--- src/rtl/uart_tx_arbiter.sv ---
// -----------------------------------------------------------------------------
// uart_tx_arbiter
//   Shares one UART transmitter between the ADS1292 sample stream and the
//   MPR121 touch stream. A source is granted for a whole packet. Each packet is
//   prefixed with a source-ID header byte, every byte is paced against the
//   UART busy flag, and priority rotates round-robin between packets. A
//   per-byte watchdog aborts a packet whose source stalls inside it.
//
// Ports
//   i_CLK, i_RSTN                      clock, asynchronous active-low reset
//   i_ADS_VALID/i_ADS_DATA/i_ADS_LAST  ADS1292 byte stream
//   o_ADS_READY                        ADS1292 byte accepted (with VALID)
//   i_MPR_VALID/i_MPR_DATA/i_MPR_LAST  MPR121 byte stream
//   o_MPR_READY                        MPR121 byte accepted (with VALID)
//   o_TX_DATA, o_TX_START              byte and start pulse to the UART core
//   i_TX_BUSY                          UART core busy
//   o_GRANT                            one-hot grant {MPR121, ADS1292}
//   o_TIMEOUT_ERR                      one-cycle pulse on packet abort
//   o_ERR_CNT                          saturating abort count
// -----------------------------------------------------------------------------
module uart_tx_arbiter #(
  parameter logic [7:0]  HDR_ADS = 8'hA5,
  parameter logic [7:0]  HDR_MPR = 8'hB5,
  parameter int unsigned TIMEOUT = 50000
) (
  input  logic       i_CLK,
  input  logic       i_RSTN,
  input  logic       i_ADS_VALID,
  input  logic [7:0] i_ADS_DATA,
  input  logic       i_ADS_LAST,
  output logic       o_ADS_READY,
  input  logic       i_MPR_VALID,
  input  logic [7:0] i_MPR_DATA,
  input  logic       i_MPR_LAST,
  output logic       o_MPR_READY,
  output logic [7:0] o_TX_DATA,
  output logic       o_TX_START,
  input  logic       i_TX_BUSY,
  output logic [1:0] o_GRANT,
  output logic       o_TIMEOUT_ERR,
  output logic [7:0] o_ERR_CNT
);

  typedef enum logic [1:0] {
    S_IDLE,
    S_WAIT_HDR,
    S_FETCH,
    S_WAIT_DATA
  } state_t;

  localparam logic [15:0] WD_LIMIT = 16'(TIMEOUT - 1);
  localparam logic        SRC_ADS  = 1'b0;
  localparam logic        SRC_MPR  = 1'b1;

  state_t      r_state;
  state_t      w_next;

  logic        r_guard;      // first cycle after a start: busy may not be up yet
  logic        r_src;        // source owning the current packet
  logic        r_last_src;   // last served source, for round-robin
  logic        r_pkt_last;   // byte in flight closes the packet
  logic [15:0] r_wd;         // FETCH cycles spent with VALID low
  logic [1:0]  r_grant;
  logic [7:0]  r_tx_data;
  logic        r_tx_start;
  logic        r_to_err;
  logic [7:0]  r_err_cnt;

  logic        w_any_req;
  logic        w_pick;
  logic        w_start_hdr;
  logic        w_g_valid;
  logic [7:0]  w_g_data;
  logic        w_g_last;
  logic        w_fetch_rdy;
  logic        w_hs;
  logic        w_link_free;
  logic        w_abort;
  logic        w_pkt_done;

  // ---------------------------------------------------------------------------
  // Request selection and granted-source muxing
  // ---------------------------------------------------------------------------
  always_comb begin
    w_any_req = i_ADS_VALID | i_MPR_VALID;
    // On a tie serve the source that did not go last; otherwise the requester.
    if (i_ADS_VALID && i_MPR_VALID) begin
      w_pick = ~r_last_src;
    end else begin
      w_pick = i_MPR_VALID ? SRC_MPR : SRC_ADS;
    end

    if (r_src == SRC_MPR) begin
      w_g_valid = i_MPR_VALID;
      w_g_data  = i_MPR_DATA;
      w_g_last  = i_MPR_LAST;
    end else begin
      w_g_valid = i_ADS_VALID;
      w_g_data  = i_ADS_DATA;
      w_g_last  = i_ADS_LAST;
    end
  end

  always_comb begin
    w_start_hdr = (r_state == S_IDLE) && w_any_req && !i_TX_BUSY;
    w_fetch_rdy = (r_state == S_FETCH) && !i_TX_BUSY;
    w_hs        = w_fetch_rdy && w_g_valid;
    w_link_free = !r_guard && !i_TX_BUSY;
    w_abort     = (r_state == S_FETCH) && !w_g_valid && (r_wd == WD_LIMIT);
    w_pkt_done  = ((r_state == S_WAIT_DATA) && w_link_free && r_pkt_last) || w_abort;
  end

  // ---------------------------------------------------------------------------
  // FSM: state register
  // ---------------------------------------------------------------------------
  always_ff @(posedge i_CLK or negedge i_RSTN) begin
    if (!i_RSTN) begin
      r_state <= S_IDLE;
    end else begin
      r_state <= w_next;
    end
  end

  // ---------------------------------------------------------------------------
  // FSM: next state
  // ---------------------------------------------------------------------------
  always_comb begin
    w_next = r_state;
    case (r_state)
      S_IDLE: begin
        if (w_start_hdr) w_next = S_WAIT_HDR;
      end
      S_WAIT_HDR: begin
        if (w_link_free) w_next = S_FETCH;
      end
      S_FETCH: begin
        if (w_hs) begin
          w_next = S_WAIT_DATA;
        end else if (w_abort) begin
          w_next = S_IDLE;
        end
      end
      S_WAIT_DATA: begin
        if (w_link_free) w_next = r_pkt_last ? S_IDLE : S_FETCH;
      end
      default: w_next = S_IDLE;
    endcase
  end

  // ---------------------------------------------------------------------------
  // FSM: outputs (READY is combinational so a byte is taken the cycle it shows)
  // ---------------------------------------------------------------------------
  always_comb begin
    o_ADS_READY = w_fetch_rdy && r_grant[0];
    o_MPR_READY = w_fetch_rdy && r_grant[1];
  end

  // ---------------------------------------------------------------------------
  // Datapath: grant, TX byte/start, watchdog and error counter
  // ---------------------------------------------------------------------------
  always_ff @(posedge i_CLK or negedge i_RSTN) begin
    if (!i_RSTN) begin
      r_guard    <= 1'b0;
      r_src      <= SRC_ADS;
      r_last_src <= SRC_MPR;
      r_pkt_last <= 1'b0;
      r_wd       <= '0;
      r_grant    <= '0;
      r_tx_data  <= '0;
      r_tx_start <= 1'b0;
      r_to_err   <= 1'b0;
      r_err_cnt  <= '0;
    end else begin
      r_tx_start <= w_start_hdr || w_hs;
      r_guard    <= w_start_hdr || w_hs;
      r_to_err   <= w_abort;

      if (w_start_hdr) begin
        r_src      <= w_pick;
        r_grant    <= (w_pick == SRC_MPR) ? 2'b10 : 2'b01;
        r_tx_data  <= (w_pick == SRC_MPR) ? HDR_MPR : HDR_ADS;
        r_pkt_last <= 1'b0;
      end else if (w_hs) begin
        r_tx_data  <= w_g_data;
        r_pkt_last <= w_g_last;
      end

      if (w_pkt_done) begin
        r_grant    <= '0;
        r_last_src <= r_src;
      end

      // Held at zero outside FETCH, so every FETCH entry starts a fresh count.
      if (r_state != S_FETCH) begin
        r_wd <= '0;
      end else if (!w_g_valid && !w_abort) begin
        r_wd <= r_wd + 16'd1;
      end

      if (w_abort && (r_err_cnt != 8'hFF)) begin
        r_err_cnt <= r_err_cnt + 8'd1;
      end
    end
  end

  assign o_TX_DATA     = r_tx_data;
  assign o_TX_START    = r_tx_start;
  assign o_GRANT       = r_grant;
  assign o_TIMEOUT_ERR = r_to_err;
  assign o_ERR_CNT     = r_err_cnt;

endmodule

--- config.mk ---
export PLATFORM = sky130hd
export DESIGN_NAME = uart_tx_arbiter
export DESIGN_NICKNAME = d
export VERILOG_FILES = /design/src/rtl/uart_tx_arbiter.sv
export SDC_FILE = /design/constraint.sdc
export NUM_CORES = 1
export LEC_CHECK = 0
export CAP_MARGIN = 20
export CORE_UTILIZATION = 45
export DETAILED_ROUTE_END_ITERATION = 8
export GPL_TIMING_DRIVEN = 0
export HOLD_SLACK_MARGIN = 0.05
export PLACE_DENSITY = 0.69
export SETUP_SLACK_MARGIN = 0.1
export SKIP_CTS_REPAIR_TIMING = 1
export SLEW_MARGIN = 20
export SYNTH_ARGS = -nofsm -noshare
export SYNTH_HDL_FRONTEND = slang
export SYNTH_SLANG_ARGS = --single-unit
--- constraint.sdc ---
create_clock -name i_CLK -period 3.7 [get_ports i_CLK]
set_input_delay 0.74 -clock i_CLK [delete_from_list [all_inputs] [get_ports i_CLK]]
set_output_delay 0.74 -clock i_CLK [all_outputs]
set_load 0.005 [all_outputs]
# Yosys cells after proc, flatten, opt, wreduce, memory -nomap -nowiden
# Cells that the tools add are included.
# W data, S select, Z words.
# word_totals
regBits	41
in_bits	23
word_cells	71
# classes
n_addsub	2
eq_ne	10
muxes	22
bitwise_logic	2
n_reduce_logical	25
# op_table
operator	n
$mux W16	2
$mux W8	3
$mux W2	9
$add A16 B1 Y16 const B	1
$eq A16 B16 Y1 const B	1
$logic_and A1 B1 Y1	14
$add A8 B1 Y8 const B	1
$ne A2 B2 Y1 const B	4
$ne A8 B8 Y1 const B	1
$pmux W2 S4	1
$mux W1	6
$reduce_bool A2 Y1	3
$mux W5	1
$eq A2 B2 Y1 const B	2
$logic_not A1 Y1	4
$reduce_and A4 Y1	1
$ne A3 B3 Y1 const B	1
$eq A2 B1 Y1 const B	1
$logic_not A2 Y1	1
$logic_or A1 B1 Y1	2
$not A1 Y1	1
$or A1 B1 Y1	1

# Logic depth before layout (Yosys ltp)
# logic_depth
depth_word	8
depth_mapped	7
ltp_nobuf	6

# Least setup slack after synthesis
# OpenSTA, ideal clock, no wires.
# synth_path
path_type	input to register
from	input i_ADS_VALID
to	register r_err_cnt[1] (netlist: o_ERR_CNT[1])
setup_ps	125
arrival_ps	1860
path_slack_ps	1715
path_stages	4
n_path_buf	0
cell_sequence	mux2i_4 nand4_2 a311oi_4 mux2_2
# synth_between
elab_chain_len	5
# synth_rtl
element	line	text
from (decl)	28	input logic i_ADS_VALID,
$mux W1	93	if (r_src == SRC_MPR) begin
$logic_not A1 Y1	109	w_abort = (r_state == S_FETCH) && !w_g_valid && (r_wd == WD_LIMIT);
$logic_and A1 B1 Y1 (2 in series)	109	
$logic_and A1 B1 Y1	200	if (w_abort && (r_err_cnt != 8'hFF)) begin
to (signal assigned)	201	r_err_cnt <= r_err_cnt + 8'd1;
to (decl)	67	logic [7:0] r_err_cnt;
# Every way passes these cells.
# A chain may end at the register's enable or synchronous reset.

# Worst setup path after layout
# layout_path
from	input i_TX_BUSY
to	output o_ADS_READY
# layout_between
elab_chain_len	3
# layout_rtl
element	line	text
from (decl)	38	input logic i_TX_BUSY,
$logic_not A1 Y1	106	w_fetch_rdy = (r_state == S_FETCH) && !i_TX_BUSY;
$logic_and A1 B1 Y1	106	
$logic_and A1 B1 Y1	154	o_ADS_READY = w_fetch_rdy && r_grant[0];
to (decl)	31	output logic o_ADS_READY,
# Every way passes these cells.

==> impl_metrics.csv <==
group,metric,value,unit
run_status,status,"complete, no violations",
sta,max_freq,356,MHz
global_route,track_usage,0.197,
logic_synthesis,synth_fa_ha_area_frac,0.0123,
pwr,finalPower,1.42,mW
clock_network,clk_latency,290,ps
global_route,first_global_vias,1611,
drt,viasPerCell,5.32,
logic_synthesis,yosysTopAreaCellShare,0.490,
clock_network,cts_buffers,5,
sta,fin_skew,7.98,ps
clock_network,clk_pin_slew,80,ps
setup_path,end_kind,"output pin",
sta,fin_ws,888,ps
setup_path,startpoint,"i_TX_BUSY",
sta,period_share,0.760,
global_route,gr-total-overflow,0,
setup_path,r2r-end,"o_TX_DATA[4]",
logic_synthesis,synthXorXnorAreaFrac,0.0644,
drt,vias,1607,
floorplan,dieArea,4810,um2
finish,antenna_cells,0,
clock_network,cts_root_buf,"clkbuf_8",
placement,place.gp.congestion,0.762,
setup_path,cp.required,2960,ps
drt,drt_iter0_drc,56,
sta,fin_crit,2810,ps
finish,fin_nets,274,
setup_path,crit_path_start_kind,"primary input",
drt,drc,0,
setup_path,critPathKind,"primary input to output pin",
logic_synthesis,ys_types,39,
drt,drt_pass1_iterations,4,
logic_synthesis,synthTopCellsByArea,"dfrtp_1 (49%), mux2i_1 (4.4%), xnor2_1 (4.3%)",
logic_synthesis,synth_compound_area_frac,0.0901,
drt,drtAntennaViolNets,0,
sta,slew_headroom,0.534,
logic_synthesis,yosys.area_share.simple,0.229,
logic_synthesis,avgSynthCellArea,10.4,um2
sta,tightest_slew,693,ps
setup_path,r2r-start,"r_src",
global_route,grt_start_max_net_pins,24,
logic_synthesis,ys_ff_latch,41,
finish,fillers,379,
finish,drive_above_1_share,0.100,
logic_synthesis,synthArstFlopShare,1.00,
logic_synthesis,synth_most_common_cell,"dfrtp_1",
sta,whs,398,ps
logic_synthesis,ys_top_cells_by_count,"dfrtp_1 (40), nor2_1 (23), nand2_1 (21)",
floorplan,fp-row-count,24,
drt,wl_per_cell,14.3,um
drt,drt-total-wl,4.32,mm
run,max-cap-violations,0,
setup_path,endpoint,"o_ADS_READY",
finish,fin_cells,302,
logic_synthesis,synth_top_family_by_area,"simple AND/OR/NAND/NOR gates",
logic_synthesis,syn_inst,197,
setup_path,ff2ff_setup_slack,1640,ps
pwr,power_density,529,nW/um2
logic_synthesis,yosysTopAreaCell,"dfrtp_1",
floorplan,core,4350,um2
placement,io_buffers,44,
setup_path,r2r_cells,7,
logic_synthesis,synthMuxAreaShare,0.0828,
global_route,grt_pass1_wl,7.56,mm
placement,dp.cells,294,
global_route,antenna_found_initial,0,
min_path,hold_class,"primary input to async pin",
logic_synthesis,synth_ff_type,"dfrtp_1",
setup_path,worst_ep_arrival_time,2070,ps
sta,drv_slew,0,
floorplan,ios,45,
floorplan,die_h,69.3,um
setup_path,critPathMaxFanout,8,
clock_network,cts.sinks,41,
placement,dp_slack,891,ps
logic_synthesis,syn-cell-area,2040,um2
finish,synthToLayoutAreaGrowth,31.6,%
floorplan,die_w,69.3,um
logic_synthesis,synth_warnings,0,
placement,dp_hpwl,3.14,mm
logic_synthesis,synth-edff-count,0,
floorplan,start_util,0.469,
sta,setup-tns-final,0,ps
clock_network,cts_tree,"yes",
clock_network,cts_buffer_depth,2,
pwr,vdd_drop_max,0.307,mV
sta,setup_viol,0,
clock_network,htree_levels,2,
pwr,power_leakage,1.10,nW
logic_synthesis,syn_nets,222,
sta,rsz0062_at_grt,"no",
logic_synthesis,ys_seq_area_frac,0.503,
sta,hold_viol_final,0,
==> worst min path at each step <==
stage	slack, ps	endpoint	from	cells past startpoint
2_1_floorplan	440	o_ERR_CNT[0]	i_RSTN	0
3_3_place_gp	460	o_TX_DATA[3]	o_TX_DATA[3]	2
3_5_place_dp	470	o_TX_DATA[3]	o_TX_DATA[3]	2
4_1_cts	410	r_wd[15]	i_RSTN	1
5_1_grt	430	o_TIMEOUT_ERR	i_RSTN	1
6_report	400	o_TIMEOUT_ERR	i_RSTN	1
==> cell type report <==
cell class	instances	area [um2]	area share
clock inverters	1	30.0	0.0112
flip-flops and latches	41	1030	0.383
well taps	52	65.1	0.0242
inverters	4	15.0	0.00559
repair buffers	45	463	0.172
multi-input cells	148	976	0.363
clock buffers	7	86.3	0.0322
plain buffers	4	22.5	0.00839
==> cells in the final DEF (no fill, tap or decap), types with 4 or more instances in the layout <==
cell type / count
a21oi_1: 11
clkbuf_8: 6
clkdlybuf4s50_1: 43
dfrtp_1: 40
inv_1: 4
mux2_2: 5
mux2i_1: 9
nand2_1: 21
nand3_1: 7
nand4_1: 5
nor2_1: 23
nor4_1: 5
o21ai_0: 12
xnor2_1: 10
xor2_1: 5
==> cells by family (layout without fill, tap and decap cells) <==
kind of cell,Yosys count,after routing
AOI/OAI and AO/OA,30,30
xor gates and xnor gates,15,15
adders and majority gates,2,2
buffers and inverters,8,61
DFF,41,41
muxes,15,15
and+or+nand+nor,86,86
==> power by group <==
group | internal (mW) | switching, mW
Clock | 0.220 | 0.147
Combinational | 0.242 | 0.213
Sequential | 0.536 | 0.0599
Total | 0.998 | 0.421
==> per-layer routing <==
metal  GRT usage  wire [um]  up-vias  part of all wire
li1            -          -      802                 -
met1       0.278       2030      768              0.47
met2       0.316       2080       35              0.48
met3      0.0378        203        2             0.047
met4      0.0408         14        0            0.0032
met5           0          0        -                 0
==> flip-flops by register name, summed over array words and instances, names as in the netlist <==
register / flops
o_ERR_CNT: 8
o_GRANT: 2
o_TIMEOUT_ERR: 1
o_TX_DATA: 8
o_TX_START: 1
r_last_src: 1
r_pkt_last: 1
r_src: 1
r_state: 2
r_wd: 16
==> worst max-delay path: stages <==
cell and delay [ps]:
clkdlybuf4s50_1 540, nor3b_1 250, clkdlybuf4s50_1 540
==> through the flow <==
step,instance area [um2],util
after floorplan,2040,-
after detailed placement,2570,0.590
after CTS,2690,0.617
after global routing,2690,0.617
final,2690,0.617
after global placement,2550,0.585
No activity file was read; power rests on OpenSTA's default activity.
